==> src/rtl/ysyx_22040895_wbu.sv <==
`default_nettype none
// +------------------------------------------------------------------------+
// | ysyx_22040895_wbu : writeback arbiter, load extender, regfile write    |
// | stage and per-register pending-write scoreboard.        Rev 1.0        |
// +------------------------------------------------------------------------+
module ysyx_22040895_wbu #(
  parameter int STARVE_MAX = 4,
  parameter int CNT_W      = 2
) (
  input  logic        clk,
  input  logic        rst,
  input  logic        alu_valid_i,
  output logic        alu_ready_o,
  input  logic        alu_wen_i,
  input  logic [4:0]  alu_rd_i,
  input  logic [63:0] alu_data_i,
  input  logic        lsu_valid_i,
  output logic        lsu_ready_o,
  input  logic [4:0]  lsu_rd_i,
  input  logic [1:0]  lsu_size_i,
  input  logic        lsu_unsigned_i,
  input  logic [2:0]  lsu_offset_i,
  input  logic [63:0] lsu_rdata_i,
  input  logic        alloc_valid_i,
  output logic        alloc_ready_o,
  input  logic [4:0]  alloc_rd_i,
  input  logic [4:0]  rs1_addr_i,
  input  logic [4:0]  rs2_addr_i,
  output logic        rs1_busy_o,
  output logic        rs2_busy_o,
  output logic        we_o_reg,
  output logic [4:0]  waddr_o_reg,
  output logic [63:0] wdata_o_reg,
  output logic        idle_o
);
  localparam logic [3:0]       STARVE_LIM = 4'(STARVE_MAX);
  localparam logic [CNT_W-1:0] CNT_FULL   = '1;

  logic [3:0]       starve_q, starve_d;
  logic             we_q, we_d;
  logic [4:0]       waddr_q, waddr_d;
  logic [63:0]      wdata_q, wdata_d;
  logic [CNT_W-1:0] cnt_q [32];
  logic [CNT_W-1:0] cnt_d [32];

  logic        force_alu, grant_alu, grant_lsu;
  logic        alu_xfer, lsu_xfer, alloc_xfer, sx, any_pend;
  logic [7:0]  ld_b;
  logic [15:0] ld_h;
  logic [31:0] ld_w;
  logic [63:0] ld_ext;
  logic [31:0] inc_vec, dec_vec;

  // LSU wins unless the ALU has already lost STARVE_MAX cycles in a row.
  always_comb begin
    force_alu = alu_valid_i && (starve_q == STARVE_LIM);
    grant_lsu = lsu_valid_i && !force_alu;
    grant_alu = alu_valid_i && !grant_lsu;
  end

  assign alu_ready_o   = rst && grant_alu;
  assign lsu_ready_o   = rst && grant_lsu;
  assign alloc_ready_o = rst && (cnt_q[alloc_rd_i] != CNT_FULL);
  assign alu_xfer      = alu_valid_i && alu_ready_o;
  assign lsu_xfer      = lsu_valid_i && lsu_ready_o;
  assign alloc_xfer    = alloc_valid_i && alloc_ready_o && (alloc_rd_i != 5'd0);

  always_comb begin
    ld_b = lsu_rdata_i[{lsu_offset_i, 3'b000} +: 8];
    ld_h = lsu_rdata_i[{lsu_offset_i[2:1], 4'b0000} +: 16];
    ld_w = lsu_rdata_i[{lsu_offset_i[2], 5'b00000} +: 32];
    sx   = !lsu_unsigned_i;
    case (lsu_size_i)
      2'd0:    ld_ext = {{56{sx & ld_b[7]}}, ld_b};
      2'd1:    ld_ext = {{48{sx & ld_h[15]}}, ld_h};
      2'd2:    ld_ext = {{32{sx & ld_w[31]}}, ld_w};
      default: ld_ext = lsu_rdata_i;
    endcase
  end

  always_comb begin
    starve_d = 4'd0;
    if (alu_valid_i && !alu_xfer)
      starve_d = (starve_q == 4'hF) ? starve_q : starve_q + 4'd1;

    we_d    = 1'b0;
    waddr_d = waddr_q;
    wdata_d = wdata_q;
    if (alu_xfer && alu_wen_i && (alu_rd_i != 5'd0)) begin
      we_d    = 1'b1;
      waddr_d = alu_rd_i;
      wdata_d = alu_data_i;
    end else if (lsu_xfer && (lsu_rd_i != 5'd0)) begin
      we_d    = 1'b1;
      waddr_d = lsu_rd_i;
      wdata_d = ld_ext;
    end
  end

  // A simultaneous allocate and retire of one register cancels out.
  always_comb begin
    inc_vec = alloc_xfer ? (32'd1 << alloc_rd_i) : 32'd0;
    dec_vec = we_q ? (32'd1 << waddr_q) : 32'd0;
    for (int i = 0; i < 32; i++) begin
      cnt_d[i] = cnt_q[i];
      if (i == 0)
        cnt_d[i] = '0;
      else if (inc_vec[i] && !dec_vec[i])
        cnt_d[i] = cnt_q[i] + CNT_W'(1);
      else if (dec_vec[i] && !inc_vec[i] && (cnt_q[i] != '0))
        cnt_d[i] = cnt_q[i] - CNT_W'(1);
    end
  end

  always_comb begin
    any_pend = 1'b0;
    for (int i = 1; i < 32; i++)
      any_pend = any_pend | (cnt_q[i] != '0);
  end

  always_ff @(posedge clk) begin
    if (!rst) begin
      starve_q <= 4'd0;
      we_q     <= 1'b0;
      waddr_q  <= 5'd0;
      wdata_q  <= 64'd0;
      for (int i = 0; i < 32; i++)
        cnt_q[i] <= '0;
    end else begin
      starve_q <= starve_d;
      we_q     <= we_d;
      waddr_q  <= waddr_d;
      wdata_q  <= wdata_d;
      for (int i = 0; i < 32; i++)
        cnt_q[i] <= cnt_d[i];
    end
  end

  assign rs1_busy_o  = (cnt_q[rs1_addr_i] != '0);
  assign rs2_busy_o  = (cnt_q[rs2_addr_i] != '0);
  assign idle_o      = !any_pend && !we_q;
  assign we_o_reg    = we_q;
  assign waddr_o_reg = waddr_q;
  assign wdata_o_reg = wdata_q;

endmodule
`default_nettype wire

==> config.mk <==
export PLATFORM = sky130hd
export DESIGN_NAME = ysyx_22040895_wbu
export DESIGN_NICKNAME = d
export VERILOG_FILES = /design/src/rtl/ysyx_22040895_wbu.sv
export SDC_FILE = /design/constraint.sdc
export NUM_CORES = 1
export LEC_CHECK = 0
export ABC_AREA = 1
export CAP_MARGIN = 25
export CORE_MARGIN = 1
export CORE_UTILIZATION = 38
export DETAILED_ROUTE_END_ITERATION = 12
export GPL_TIMING_DRIVEN = 1
export PLACE_DENSITY = 0.66
export SLEW_MARGIN = 15
export SYNTH_ARGS = -nofsm -noshare
export SYNTH_HDL_FRONTEND = slang
export SYNTH_SLANG_ARGS = --single-unit
==> constraint.sdc <==
create_clock -name clk -period 2.7 [get_ports clk]
set_input_delay 0.405 -clock clk [delete_from_list [all_inputs] [get_ports clk]]
set_output_delay 0.405 -clock clk [all_outputs]
set_load 0.1 [all_outputs]
==> flow_summary.ini <==
[cts]
clkLatencyLatePin_ns = 0.43
clockRootBuffer = clkbuf_16
clk_pin_slew_worst_paths_ns = 0.06
postCtsHoldBufs = 0
numClockSinks = 136
cts_max_level = 4
cts_buffer_depth = 2
cts_buffers = 17
cts_tree = done

[floorplan]
ioPinCount = 241
die_height_um = 162
rows = 58
initial_utilization_pct = 38.6
die_w_um = 162
coreArea_mm2 = 0.0251
dieArea_mm2 = 0.0262

[timing]
rsz0062_at_grt = no
relSlewSlack_pct = 55.4
whs_ns = 0.456
hold_viol = 0
setup_viol = 0
min_period_ns = 2.64
fin_skew_ns = 0.0134
fmax_ghz = 0.379
worst_pin_slew_ns = 0.666
fin_setup_tns_ns = 0
fin_crit_sh_pct = 97.8
finalMaxSlewViolations = 0

[pwr]
p_clk_share_pct = 35.4
seq_power_share_pct = 32.2
comb_power_share_pct = 32.4
power_density_mw_per_mm2 = 509
peakVddDrop_uv = 345
intPower_mw = 4.16
p_sw_share_pct = 38.9
p_leak_nw = 5.81
p_switching_mw = 2.65

[synth]
ys_ff_latch = 136
syn_inst = 1616
mappedNetlistNets = 1783
ys_warn_count = 0
ys_seq_area_share_pct = 28.1
synth_area_per_cell_um2 = 6.00
synth_cell_type_count = 42
synth_area_mm2 = 0.00970

[job]
cap_viol_max_count = 0

[global_routing]
grt_start_max_net_pins = 58
antenna_found_initial = 4
overflow = 0
grt_pass1_vias = 11200
grt_pass1_wl_mm = 61.6
track_usage_pct = 30.1

[worst_setup_path]
crit_fanout = 3
arrival_ns = 2.24
cp-end-kind = primary output
critPathLaunchType = flop
critPathRequiredTime_ns = 2.30
crit_type = flop to primary output

[routing]
met1_length_mm = 16.7
drcViolationCount = 0
drt_iter0_drc = 1117
vias = 12100
wl_met2_mm = 18.9
drtPass1Iterations = 5
dr.max_layer_used = met4
drt-total-wl_mm = 39.8
avgViaCountPerCell = 5.50
dr_wl_met3_mm = 3.29
antenna_left = 0
wl_per_cell_um = 18.0

[cells_and_area]
layout_common_cells = nand2_1 (402), nor2_1 (186), inv_1 (169)
layout.nets = 2026
post_route_cells_drive_above_1_share_pct = 10.5
area_delta_synth_final_pct = 37.7
final_common_cell = nand2_1
finish.instance_area_mm2 = 0.0134
final_cells = 2206
fill_cells = 2642
largest_register_ffs = 64

[status]
status = finished, final reports clean

[placement]
gp_congestion = 1.00
hpwlAfterDp_mm = 31.4
place_area_mm2 = 0.0127
io_buffer_count = 240
dp.cells = 2167

[min_path]
hp-class = flop to flop
-- kinds of logic after synthesis --
| logic type | count (synthesis) | synth area share (%) |
|---|---|---|
| multiplexers | 7 | 0.723 |
| XOR/XNOR | 2 | 0.181 |
| AO/OA/AOI/OAI | 359 | 22.5 |
| flip-flops | 136 | 28.1 |
| adder cells (fa/ha/maj) | 2 | 0.258 |
| AND/OR/NAND/NOR | 850 | 37.8 |
| buffers and inverters | 260 | 10.4 |
-- stage by stage --
step / worst slack [ns] / power, mW / util [%]
finish: 0.0594 / 6.80 / 53.2
global placement: -0.0226 / 4.40 / 50.6
floorplan: 0.209 / 3.61 / -
global route: 0.0412 / 7.03 / 53.2
CTS: 0.0443 / 6.81 / 53.0
detailed placement: -0.0860 / 4.41 / 50.6
-- power by group through the flow --
stage               Sequential [mW]  Clock (mW)  Combinational, mW
detailed placement             2.23           0               2.18
finish                         2.19        2.41               2.20
global route                   2.20        2.53               2.30
global placement               2.23           0               2.17
floorplan                      2.98           0              0.626
CTS                            2.19        2.43               2.18
-- worst paths after layout --
| check | start | endpoint | slack (ns) | depth (start not counted) |
|---|---|---|---|---|
| min reg2reg | wdata_o_reg[37] | wdata_o_reg[37] | 0.46 | 2 |
| max reg2reg | starve_q[0] | wdata_o_reg[16] | 0.39 | 10 |
| min | wdata_o_reg[37] | wdata_o_reg[37] | 0.46 | 2 |
| max | cnt_q[7][1] | idle_o | 0.06 | 6 |
-- per-layer routing --
metal  vias up  global-route usage [%]
met5         -                       0
met4         0                    9.26
met3        65                    6.21
met2       572                    51.0
met1      5559                    38.2
li1       5932                       -
-- layout make-up --
cell class              instances  area (µm²)  share of cell area, %
flip-flops and latches        136        2720                   20.4
well taps                     330         413                   3.09
clock buffers                  17         425                   3.19
repair buffers                309        2960                   22.1
clock inverters                15         164                   1.23
inverters                     175         657                   4.92
multi-input cells            1220        6010                   45.0
diodes                          4        10.0                 0.0750
-- synthesized netlist by cell type, drive strengths merged --
cell     count  area [µm²]
nand3b      31         233
ha           2        25.0
a41oi        1        8.76
mux2i        7        70.1
xor2         1        8.76
o21a         1        7.51
a22oi        3        22.5
xnor2        1        8.76
a211oi      19         143
o21bai       1        7.51
clkbuf      60         225
a311oi       1        8.76
a21oi       97         485
a32oi        2        17.5
buf         25         130
nand3      164         826
or2         30         188
dfxtp      136        2720
nand2      404        1520
o41ai        1        8.76
o2111ai      4        35.0
o211ai      63         473
inv        174         653
o221ai      24         210
nor4        14        87.6
clkinv       1        3.75
o21ai      113         566
nand4        7        43.8
nor3         8        40.0
o211a        1        10.0
o22ai       24         150
a221oi       2        17.5
nor2       192         728
o31ai        2        15.0
-- critical path: stages, from the launching register on --
cell,delay (ns)
dfxtp_1,0.34
nor2_1,0.29
inv_1,0.14
nor4_1,0.47
nand4_1,0.18
nor2_2,0.19
buf_12,0.20
-- what timing repair did --
item,in CTS,in global routing
setup endpoints to repair,0,3
buffers inserted,0,2
gates resized for setup,0,10
Power figures use the tool's default switching activity.
